### src/rtl/excp_irq_agent_pkg.sv
// Shared constants, state encoding and priority helper for the machine-level
// interrupt agent of the excp unit.
package excp_irq_agent_pkg;

  localparam logic [3:0] IRQ_CAUSE_MSI = 4'd3;
  localparam logic [3:0] IRQ_CAUSE_MTI = 4'd7;
  localparam logic [3:0] IRQ_CAUSE_MEI = 4'd11;

  localparam int MIE_MSIE_BIT = 3;
  localparam int MIE_MTIE_BIT = 7;
  localparam int MIE_MEIE_BIT = 11;

  typedef enum logic [1:0] {
    IDLE    = 2'd0,
    REQ     = 2'd1,
    TAKEN   = 2'd2,
    HANDLER = 2'd3
  } irq_state_e;

  // Fixed priority MEI > MSI > MTI; returns 0 when nothing is pending.
  function automatic logic [3:0] irq_prio_cause(input logic mei, input logic msi, input logic mti);
    logic [3:0] cause;
    if (mei) begin
      cause = IRQ_CAUSE_MEI;
    end else if (msi) begin
      cause = IRQ_CAUSE_MSI;
    end else if (mti) begin
      cause = IRQ_CAUSE_MTI;
    end else begin
      cause = 4'd0;
    end
    return cause;
  endfunction

endpackage

### src/rtl/excp_irq_sync.sv
// Multi-flop level synchroniser with synchronous active-high reset.
module excp_irq_sync #(
  parameter int STAGES = 2
) (
  input  logic clk,
  input  logic rst,
  input  logic d,
  output logic q
);

  logic [STAGES-1:0] chain_r;

  // Shift the asynchronous level through the flop chain.
  always_ff @(posedge clk) begin
    if (rst) begin
      chain_r <= {STAGES{1'b0}};
    end else begin
      chain_r <= {chain_r[STAGES-2:0], d};
    end
  end

  assign q = chain_r[STAGES-1];

endmodule

### src/rtl/excp_irq_agent.sv
// Machine-level interrupt agent: synchronises irq lines, applies enables and
// priority, and hands one trap at a time to the commit stage.
module excp_irq_agent
  import excp_irq_agent_pkg::*;
#(
  parameter int XLEN        = 32,
  parameter int SYNC_STAGES = 2
) (
  input  logic            clk,
  input  logic            rst,
  input  logic            tmr_irq_i,
  input  logic            ext_irq_i,
  input  logic            sw_irq_i,
  input  logic            csr_mstatus_mie_i,
  input  logic [XLEN-1:0] csr_mie_i,
  input  logic [XLEN-1:0] commit_pc_i,
  input  logic            irq_ack_i,
  input  logic            mret_i,
  output logic            irq_req_o,
  output logic [3:0]      irq_cause_o,
  output logic            csr_wr_o,
  output logic [XLEN-1:0] mcause_o,
  output logic [XLEN-1:0] mepc_o,
  output logic [XLEN-1:0] mip_o,
  output logic            in_handler_o
);

  // A single flop is not a synchroniser, so shallower settings are clamped.
  localparam int STAGES_C = (SYNC_STAGES < 2) ? 2 : SYNC_STAGES;

  logic            tmr_sync_s;
  logic            ext_sync_s;
  logic            sw_sync_r;
  logic [XLEN-1:0] mip_s;
  logic            pend_msi_s;
  logic            pend_mti_s;
  logic            pend_mei_s;
  logic            any_pend_s;
  logic            cause_pend_s;
  logic [3:0]      next_cause_s;
  logic            unused_mie_s;

  irq_state_e      state_r;
  logic            irq_req_r;
  logic [3:0]      irq_cause_r;
  logic            csr_wr_r;
  logic [XLEN-1:0] mcause_r;
  logic [XLEN-1:0] mepc_r;
  logic            in_handler_r;

  excp_irq_sync #(.STAGES(STAGES_C)) u_tmr_sync (
    .clk (clk),
    .rst (rst),
    .d   (tmr_irq_i),
    .q   (tmr_sync_s)
  );

  excp_irq_sync #(.STAGES(STAGES_C)) u_ext_sync (
    .clk (clk),
    .rst (rst),
    .d   (ext_irq_i),
    .q   (ext_sync_s)
  );

  // msip is already in the clk domain; one register stage aligns it with mip.
  always_ff @(posedge clk) begin
    if (rst) begin
      sw_sync_r <= 1'b0;
    end else begin
      sw_sync_r <= sw_irq_i;
    end
  end

  // Assemble mip from the synchronised levels; all other bits read zero.
  always_comb begin
    mip_s               = {XLEN{1'b0}};
    mip_s[MIE_MSIE_BIT] = sw_sync_r;
    mip_s[MIE_MTIE_BIT] = tmr_sync_s;
    mip_s[MIE_MEIE_BIT] = ext_sync_s;
  end

  assign unused_mie_s = ^{csr_mie_i[XLEN-1:12], csr_mie_i[10:8], csr_mie_i[6:4], csr_mie_i[2:0]};

  // Per-source pending, winning cause, and whether the latched cause is still live.
  always_comb begin
    pend_msi_s   = sw_sync_r  & csr_mie_i[MIE_MSIE_BIT] & csr_mstatus_mie_i;
    pend_mti_s   = tmr_sync_s & csr_mie_i[MIE_MTIE_BIT] & csr_mstatus_mie_i;
    pend_mei_s   = ext_sync_s & csr_mie_i[MIE_MEIE_BIT] & csr_mstatus_mie_i;
    any_pend_s   = pend_msi_s | pend_mti_s | pend_mei_s;
    next_cause_s = irq_prio_cause(pend_mei_s, pend_msi_s, pend_mti_s);
    case (irq_cause_r)
      IRQ_CAUSE_MSI: cause_pend_s = pend_msi_s;
      IRQ_CAUSE_MTI: cause_pend_s = pend_mti_s;
      IRQ_CAUSE_MEI: cause_pend_s = pend_mei_s;
      default:       cause_pend_s = 1'b0;
    endcase
  end

  // Trap handshake FSM; every output it drives is a register.
  always_ff @(posedge clk) begin
    if (rst) begin
      state_r      <= IDLE;
      irq_req_r    <= 1'b0;
      irq_cause_r  <= 4'd0;
      csr_wr_r     <= 1'b0;
      mcause_r     <= {XLEN{1'b0}};
      mepc_r       <= {XLEN{1'b0}};
      in_handler_r <= 1'b0;
    end else begin
      case (state_r)
        IDLE: begin
          csr_wr_r <= 1'b0;
          if (any_pend_s && !in_handler_r) begin
            state_r     <= REQ;
            irq_req_r   <= 1'b1;
            irq_cause_r <= next_cause_s;
            mcause_r    <= {1'b1, {(XLEN-5){1'b0}}, next_cause_s};
          end
        end
        REQ: begin
          // Ack beats a simultaneous withdrawal of the latched cause.
          if (irq_ack_i && irq_req_r) begin
            state_r      <= TAKEN;
            irq_req_r    <= 1'b0;
            csr_wr_r     <= 1'b1;
            mepc_r       <= commit_pc_i;
            in_handler_r <= 1'b1;
          end else if (!cause_pend_s) begin
            state_r   <= IDLE;
            irq_req_r <= 1'b0;
          end
        end
        TAKEN: begin
          state_r  <= HANDLER;
          csr_wr_r <= 1'b0;
        end
        HANDLER: begin
          if (mret_i) begin
            state_r      <= IDLE;
            in_handler_r <= 1'b0;
          end
        end
        default: begin
          state_r      <= IDLE;
          irq_req_r    <= 1'b0;
          csr_wr_r     <= 1'b0;
          in_handler_r <= 1'b0;
        end
      endcase
    end
  end

  assign mip_o        = mip_s;
  assign irq_req_o    = irq_req_r;
  assign irq_cause_o  = irq_cause_r;
  assign csr_wr_o     = csr_wr_r;
  assign mcause_o     = mcause_r;
  assign mepc_o       = mepc_r;
  assign in_handler_o = in_handler_r;

endmodule

### config.mk
export PLATFORM = sky130hd
export DESIGN_NAME = excp_irq_agent
export DESIGN_NICKNAME = d
export VERILOG_FILES = /design/src/rtl/excp_irq_agent_pkg.sv /design/src/rtl/excp_irq_sync.sv /design/src/rtl/excp_irq_agent.sv
export SDC_FILE = /design/constraint.sdc
export NUM_CORES = 1
export LEC_CHECK = 0
export ABC_AREA = 1
export CAP_MARGIN = 40
export CORE_ASPECT_RATIO = 1.25
export CORE_MARGIN = 2
export CORE_UTILIZATION = 36
export CTS_CLUSTER_DIAMETER = 40
export CTS_CLUSTER_SIZE = 20
export DETAILED_ROUTE_END_ITERATION = 6
export PLACE_DENSITY_LB_ADDON = 0.12
export RECOVER_POWER = 50
export SYNTH_ARGS = -nofsm -noshare
export SYNTH_HDL_FRONTEND = slang
export SYNTH_HIERARCHICAL = 1
export SYNTH_SLANG_ARGS = --single-unit
### constraint.sdc
create_clock -name clk -period 1.9 [get_ports clk]
set_clock_uncertainty 0.2 [all_clocks]
set_input_delay 0.57 -clock clk [delete_from_list [all_inputs] [get_ports clk]]
set_output_delay 0.57 -clock clk [all_outputs]
set_load 0.01 [all_outputs]
==> results of run 1 <==
==> worst min-delay path: stages, from the launching register on <==
cell	delay, ps
dfxtp_1	300
inv_1	40
nor2_1	30
==> worst paths after layout <==
kind | from | endpoint | cells past startpoint
worst max-delay path | csr_mstatus_mie_i | mcause_o[3] | 9
worst min-delay path | u_tmr_sync/chain_r[0] | u_tmr_sync/chain_r[1] | 2
worst max register to register | state_r[0] | mepc_o[18] | 6
worst min register to register | u_tmr_sync/chain_r[0] | u_tmr_sync/chain_r[1] | 2
==> layer usage <==
metal / GRT usage, % / vias to the layer above
li1: - / 921
met1: 15.4 / 756
met2: 21.7 / 81
met3: 4.33 / 7
met4: 5.45 / 0
met5: 0 / -
==> layout make-up <==
type                    count  area share (%)
inverters                  17            2.27
well taps                  82            3.45
multi-input cells         198            28.4
repair buffers             97            31.1
clock inverters             3            1.35
flip-flops and latches     46            31.1
clock buffers               5            2.31
==> layout by cell type (no fill, tap or decap), drive strengths merged, types with 2 or more instances in the layout <==
| master | Yosys | layout |
|---|---|---|
| nor2 | 77 | 77 |
| conb | 1 | 56 |
| dlygate4sd2 | 0 | 47 |
| dfxtp | 46 | 46 |
| clkdlybuf4s50 | 0 | 41 |
| o21ai | 33 | 33 |
| inv | 16 | 16 |
| nand2 | 13 | 13 |
| a21oi | 7 | 7 |
| nand3 | 7 | 7 |
| buf | 71 | 7 |
| clkbuf | 3 | 6 |
| clkinv | 1 | 3 |
| nand4 | 2 | 2 |
==> what timing repair did <==
item | 4_1_cts | 5_1_grt
hold endpoints to repair | 0 | 0
hold buffers | 0 | 0
gates resized for setup | 49 | 0
setup endpoints to repair | 47 | 0
==> power groups by stage <==
stage                     clock network (mW)  registers [mW]  logic [mW]
after global routing                   0.784            1.00       0.290
after global placement                     0            1.02       0.277
after detailed placement                   0            1.02       0.277
after floorplan                            0            1.02       0.221
final                                  0.705           0.996       0.262
after CTS                              0.740           0.997       0.264
==> cell families (layout without fill, tap and decap cells) <==
family | count (synthesis) | in the layout
AOI/OAI and AO/OA | 43 | 43
buffers and inverters | 91 | 122
DFF | 46 | 46
other | 1 | 56
and+or+nand+nor | 99 | 99
==> registers in the layout (all words and copies together) (netlist names), named ones only <==
| name | count |
|---|---|
| mepc_o | 32 |
| irq_cause_o | 2 |
| mcause_o | 2 |
| u_ext_sync/chain_r | 2 |
| u_tmr_sync/chain_r | 2 |
| csr_wr_o | 1 |
| in_handler_o | 1 |
| irq_req_o | 1 |
| state_r | 1 |
| sw_sync_r | 1 |
==> metrics.csv, run 1 <==
metric;value;unit
start_util;37.6;%
critPathArrivalTime;1770;ps
cts_buffers;5;
ant_nets;0;
vias;1765;
synth-main-ff-cell;dfxtp_1;
grt_pass1_vias;1457;
io_buffer_count;89;
grtUsageTotal;13.2;%
synth-adder-area-share;0;%
cp_max_fo;5;
clock_latency;290;ps
pwr-share-seq;50.8;%
hold_class;flop to flop;
path_buf_inv;3;
cp.required;1930;ps
worstSetupPathType;input port to flop;
drv_cap;0;
yosys.area_share.simple;18.7;%
seq_area;923;µm²
p_total;1.96;mW
syn_to_final_growth;35.2;%
synth_compound_area_share;10.2;%
ys_seq_elements;46;
period_share;91.4;%
synth_edf_count;0;
antenna_found_initial;0;
placed_cells;440;
hpwl;3300;µm
hold_ws;207;ps
cts.reportedPaths.clkPinSlew;80;ps
hold_viol_final;0;
max_freq;576;MHz
dr.first_iter.drc_count;69;
antenna_cells;0;
core;5860;µm²
p_comb_share;13.3;%
yosysSeqAreaShare;41.9;%
routedWlPerCell;10.1;µm
power_density;660;nW/µm²
cts_tree;done;
syn_area;2200;µm²
yosysTopAreaCell;dfxtp_1;
die_y;91.4;µm
synth_cell_type_count;22;
rsz0062_at_grt;false;
drive_gt1_share;6.83;%
dr.pass1.iters;4;
die_w;73.9;µm
ys_top_cells_by_area;dfxtp_1, buf_4, nor2_1;
crit_chain;clkdlybuf4s50_1, nand3_1, nand3_1, nand2_2, inv_2, nand2_4, clkinv_2, o21ai_1, a21oi_1;
outcome;completed;
grt_pass1_wl;6920;µm
synth_xor_area_share;0;%
drv_slew;0;
fill_cells;624;
ir_worst_vdd;0.289;mV
clk_path_buf_depth;2;
postCtsSetupBuffers;0;
power.internal;1.50;mW
wirelength;4530;µm
rows;31;
power.switching;464;µW
synth.area.mux_share;0;%
syn_area_per_cell;7.86;µm²
pre_cts_ws;-164;ps
cts_sinks;46;
power.leakage;1.48;nW
vias_per_cell;3.94;
wl_met3;374;µm
ys_warn_count;6;
swShare;23.7;%
io_pins;175;
fin_crit;1740;ps
highest_layer;met4;
dieArea;6760;µm²
setup_viol;0;
routabilityCongestion;0.755;
final_area;2970;µm²
synth_top_family_by_area;buffers and inverters;
synthTopCellsByCount;nor2_1, buf_4, dfxtp_1;
overflow;0;
grt_max_degree;35;
final_nets;437;
dpl-instance-area;2930;µm²
clkPwrFrac;35.9;%
drcViolationCount;0;
async_reset_ff_share;0;%
setup_ws;163;ps
multiInputGateArea;845;µm²
startpoint_type;input port;
r2r_setup_slack;450;ps
fin_cells;448;
max_stage_delay;510;ps
crit_slowest_cell;clkdlybuf4s50_1;
htree_levels;2;
critPathMostFrequentCell;nand3_1;
cts-root-buf;clkbuf_8;
syn_inst;280;
wl_met1;1890;µm
routed-wl-met2;2190;µm
final_util;50.8;%
setup-tns-final;0;ps
path_delay_family;buffers and inverters;
yosysTopAreaCellShare;41.9;%
yosysMostFrequentCell;nor2_1;
endpoint_kind;flop;
Note: power is estimated with default switching activity, not from simulation.
==> run 2, diff against run 1 <==
- clock period: 1.9 -> 2.25 ns (I/O delays scaled with it)
==> run 2 against run 1 <==
Against the previous run:
- utilization rose by 0.15 points
- clock power fell by 13%
- sequential share of layout area fell by 0.18 points
- largest power group unchanged
- worst setup slack got worse by 80 ps
- count of clock-buffer cells in the layout did not move
==> metrics.csv, run 2 (same netlist as run 1, synthesis figures left out) <==
metric;value;unit;change
routabilityCongestion;0.719;;was 0.755
setup_ws;82.4;ps;was 163 ps
overflow;0;;unchanged
power.leakage;1.23;nW;was 1.48 nW
start_util;37.6;%;unchanged
grtUsageTotal;13.5;%;was 13.2%
vias_per_cell;4.00;;was 3.94
tightest_slew;590;ps;
max_freq;461;MHz;
dpl-instance-area;2880;µm²;was 2930 µm²
postCtsSetupBuffers;0;;unchanged
endpoint_kind;output pin;;was flop
final_cell_mix;clkdlybuf4s50_1, nor2_1, conb_1;;was nor2_1, conb_1, dlygate4sd2_1
die_y;91.4;µm;unchanged
placed_cells;437;;was 440
cp.required;1370;ps;was 1930 ps
cts_buffers;5;;unchanged
final_area;2980;µm²;was 2970 µm²
core;5860;µm²;unchanged
final_nets;434;;was 437
routedWlPerCell;10.2;µm;was 10.1 µm
final_util;50.9;%;was 50.8%
wirelength;4560;µm;was 4530 µm
critPathArrivalTime;1290;ps;was 1770 ps
vias;1780;;was 1765
multiInputGateArea;842;µm²;was 845 µm²
ir_worst_vdd;0.252;mV;was 0.289 mV
fin_crit;2170;ps;
drive_gt1_share;4.96;%;was 6.83%
dieArea;6760;µm²;unchanged
drv_cap;0;;unchanged
crit_slowest_cell;clkdlybuf4s50_1;;unchanged
cp_max_fo;6;;was 5
fill_cells;607;;was 624
worstSetupPathType;flop to output pin;;was input port to flop
cts-root-buf;clkbuf_8;;unchanged
holdBufCountCts;0;;unchanged
grt_pass1_wl;7020;µm;was 6920 µm
period_share;96.3;%;
cts.reportedPaths.clkPinSlew;90;ps;was 80 ps
clk_path_buf_depth;2;;unchanged
dr.pass1.iters;4;;unchanged
io_buffer_count;89;;unchanged
io_pins;175;;unchanged
syn_to_final_growth;35.6;%;was 35.2%
final_common_cell;clkdlybuf4s50_1;;was nor2_1
p_total;1.68;mW;was 1.96 mW
grt_max_degree;35;;unchanged
path_buf_inv;1;;was 3
hold_viol_final;0;;unchanged
outcome;completed;;unchanged
fin_cells;445;;was 448
pre_cts_ws;68.1;ps;was -164 ps
dr.first_iter.drc_count;73;;was 69
startpoint_type;flop;;was input port
antenna_cells;0;;unchanged
cts_sinks;46;;unchanged
die_w;73.9;µm;unchanged
relSlewSlack;60.6;%;
seq_area;921;µm²;was 923 µm²
grt_pass1_vias;1534;;was 1457
max_stage_delay;570;ps;was 510 ps
rsz0062_at_grt;false;;unchanged
rows;31;;unchanged
cts_resized;0;;was 49
path_delay_family;buffers and inverters;;unchanged
ant_nets;0;;unchanged
clock_latency;300;ps;was 290 ps
hold_class;flop to flop;;unchanged
antenna_found_initial;0;;unchanged
cts_tree;done;;unchanged
hpwl;3350;µm;was 3300 µm
htree_levels;2;;unchanged
hold_ws;206;ps;was 207 ps
setup-tns-final;0;ps;unchanged
drv_slew;0;;unchanged
power_density;565;nW/µm²;was 660 nW/µm²
largest_register_ffs;32;;unchanged
drcViolationCount;0;;unchanged
crit_chain;clkdlybuf4s50_1;;was clkdlybuf4s50_1, nand3_1, nand3_1, nand2_2, inv_2, nand2_4, clkinv_2, o21ai_1, a21oi_1
setup_viol;0;;unchanged
-- run 2: area by class of cell --
type	count	share of cell area, %
inverter	17	2.18
timing repair buffer	94	31.4
multi-input combinational	198	28.2
sequential	46	30.9
clock inverter	3	1.51
tap	82	3.44
clock buffer	5	2.31
-- run 2: path summary, 6_finish.rpt --
kind	startpoint	endpoint	slack [ps]	cells past startpoint
worst min register to register	u_tmr_sync/chain_r[0]	u_tmr_sync/chain_r[1]	210	2
worst max register to register	state_r[0]	mepc_o[22]	600	6
worst max-delay path	irq_cause_o[1]	mcause_o[1]	80	1
worst min-delay path	u_tmr_sync/chain_r[0]	u_tmr_sync/chain_r[1]	210	2
-- run 2: where the power goes --
group          total, mW  internal, mW  switching (mW)
Clock              0.616         0.330           0.285
Combinational      0.226         0.116           0.111
Sequential         0.842         0.830          0.0128
Total               1.68          1.28           0.409
-- run 2: layer usage --
layer / vias up / GRT usage [%] / wire length [µm]
met5: - / 0 / 0
met1: 774 / 16.0 / 1910
met2: 82 / 21.9 / 2180
met4: 0 / 6.36 / 65
li1: 918 / - / -
met3: 6 / 3.66 / 404
==> run 3, diff against run 2 <==
- PLACE_DENSITY_LB_ADDON: 0.12 -> 0.05
==> run 3 against run 2 <==
Against the previous run:
- clock power shrank 19%
- largest power group unchanged
- worst setup slack lost 6.1 ps
- largest cell class unchanged
- utilization shrank 0.085 points
==> metrics.csv, run 3 (same netlist as run 1, synthesis figures left out) <==
metric;value;unit;change
outcome;completed;;unchanged
cts.reportedPaths.clkPinSlew;90;ps;about the same
fin_crit;2170;ps;about the same
drv_cap;0;;unchanged
startpoint_type;flop;;unchanged
dr.first_iter.drc_count;47;;was 73
path_buf_inv;1;;unchanged
vias_per_cell;3.97;;was 4.00
routedWlPerCell;10.3;µm;was 10.2 µm
crit_slowest_cell;clkdlybuf4s50_1;;unchanged
start_util;37.6;%;unchanged
power.internal;1.17;mW;was 1.28 mW
io_buffer_count;89;;unchanged
postCtsSetupBuffers;0;;unchanged
tightest_slew;521;ps;was 590 ps
period_share;96.6;%;was 96.3%
hpwl;3440;µm;was 3350 µm
dr.pass1.iters;4;;unchanged
cts_sinks;46;;unchanged
vias;1771;;was 1780
cts-root-buf;clkbuf_8;;unchanged
power.switching;408;µW;was 409 µW
final_common_cell;clkdlybuf4s50_1;;unchanged
critPathArrivalTime;1300;ps;was 1290 ps
core;5860;µm²;unchanged
cts_tree;done;;unchanged
rsz0062_at_grt;false;;unchanged
drv_slew;0;;unchanged
htree_levels;2;;unchanged
hold_viol_final;0;;unchanged
die_w;73.9;µm;unchanged
grt_pass1_wl;7030;µm;was 7020 µm
hold_class;flop to flop;;unchanged
wirelength;4610;µm;was 4560 µm
max_stage_delay;570;ps;about the same
power.leakage;1.23;nW;about the same
pwr-share-seq;53.5;%;was 50.0%
grt_pass1_vias;1547;;was 1534
cts_resized;0;;unchanged
overflow;0;;unchanged
antenna_found_initial;0;;unchanged
cp.required;1370;ps;about the same
drive_gt1_share;4.95;%;was 4.96%
io_pins;175;;unchanged
final_nets;435;;was 434
clk_path_buf_depth;2;;unchanged
holdBufCountCts;0;;unchanged
relSlewSlack;65.2;%;was 60.6%
setup-tns-final;0;ps;unchanged
max_freq;460;MHz;was 461 MHz
grt_max_degree;35;;unchanged
clock_latency;290;ps;was 300 ps
clkPwrFrac;31.9;%;was 36.6%
swShare;25.9;%;was 24.3%
final_cell_mix;clkdlybuf4s50_1, nor2_1, conb_1;;unchanged
dpl-instance-area;2900;µm²;was 2880 µm²
endpoint_kind;output pin;;unchanged
drcViolationCount;0;;unchanged
path_delay_family;buffers and inverters;;unchanged
dieArea;6760;µm²;unchanged
cp_max_fo;6;;unchanged
ant_nets;0;;unchanged
cts_buffers;5;;unchanged
ir_worst_vdd;0.294;mV;was 0.252 mV
grtUsageTotal;13.2;%;was 13.5%
setup_viol;0;;unchanged
r2r_setup_slack;700;ps;was 600 ps
die_y;91.4;µm;unchanged
final_area;2980;µm²;about the same
antenna_cells;0;;unchanged
crit_chain;clkdlybuf4s50_1;;unchanged
power_density;529;nW/µm²;was 565 nW/µm²
syn_to_final_growth;35.3;%;was 35.6%
p_comb_share;14.6;%;was 13.4%
worstSetupPathType;flop to output pin;;unchanged
largest_register_ffs;32;;unchanged
routabilityCongestion;0.741;;was 0.719
rows;31;;unchanged
run 3: changes by cell type in the layout (fill, tap and decap cells not counted), sizes merged:
cell	before	now
clkbuf	6	8
clkdlybuf4s50	87	86
bufinv	1	0
buf	4	3
dlygate4sd3	2	3
clkinv	1	2
run 3: per-stage QoR:
stage          setup slack [ps]  power (mW)  hold WS, ps  cells  util (%)
2_1_floorplan               655        1.05          188    335         -
3_3_place_gp               55.2        1.09          192    438      49.5
3_5_place_dp               52.6        1.09          196    438      49.5
4_1_cts                    46.0        1.61          205    446      51.0
5_1_grt                    22.8        1.65          223    446      50.8
6_report                   76.3        1.57          206    446      50.8
run 3: path summary, 6_finish.rpt:
check                              from                    end  cells past startpoint
hold reg to reg   u_tmr_sync/chain_r[0]  u_tmr_sync/chain_r[1]                      2
setup reg to reg             state_r[0]              mepc_o[6]                      6
hold / removal    u_tmr_sync/chain_r[0]  u_tmr_sync/chain_r[1]                      2
setup / recovery            mcause_o[3]         irq_cause_o[3]                      1
run 3: layout make-up:
cell class              instances  area, µm²
well taps                      82        103
multi-input cells             198        842
repair buffers                 95        951
clock buffers                   5       68.8
inverters                      17       70.1
flip-flops and latches         46        921
clock inverters                 3       21.3
fillers                       624       2880
run 3: tightest hold or removal path, stage by stage, from the launching register on:
cell and delay, ps:
dfxtp_1 310, inv_1 40, nor2_1 30
run 3: power by group through the flow:
stage / logic [mW] / registers [mW] / clock network, mW
4_1_cts: 0.233 / 0.843 / 0.531
3_5_place_dp: 0.231 / 0.862 / 0
6_report: 0.229 / 0.842 / 0.502
2_1_floorplan: 0.186 / 0.865 / 0
3_3_place_gp: 0.231 / 0.862 / 0
5_1_grt: 0.253 / 0.846 / 0.549
run 3: layer usage:
metal,vias to the layer above,routed length [µm],share of wire (%),track usage [%]
li1,924,-,-,-
met1,766,1900,41,15.7
met2,76,2230,48,21.4
met3,5,434,9.4,4.00
met4,0,44,0.95,5.45
met5,-,0,0,0
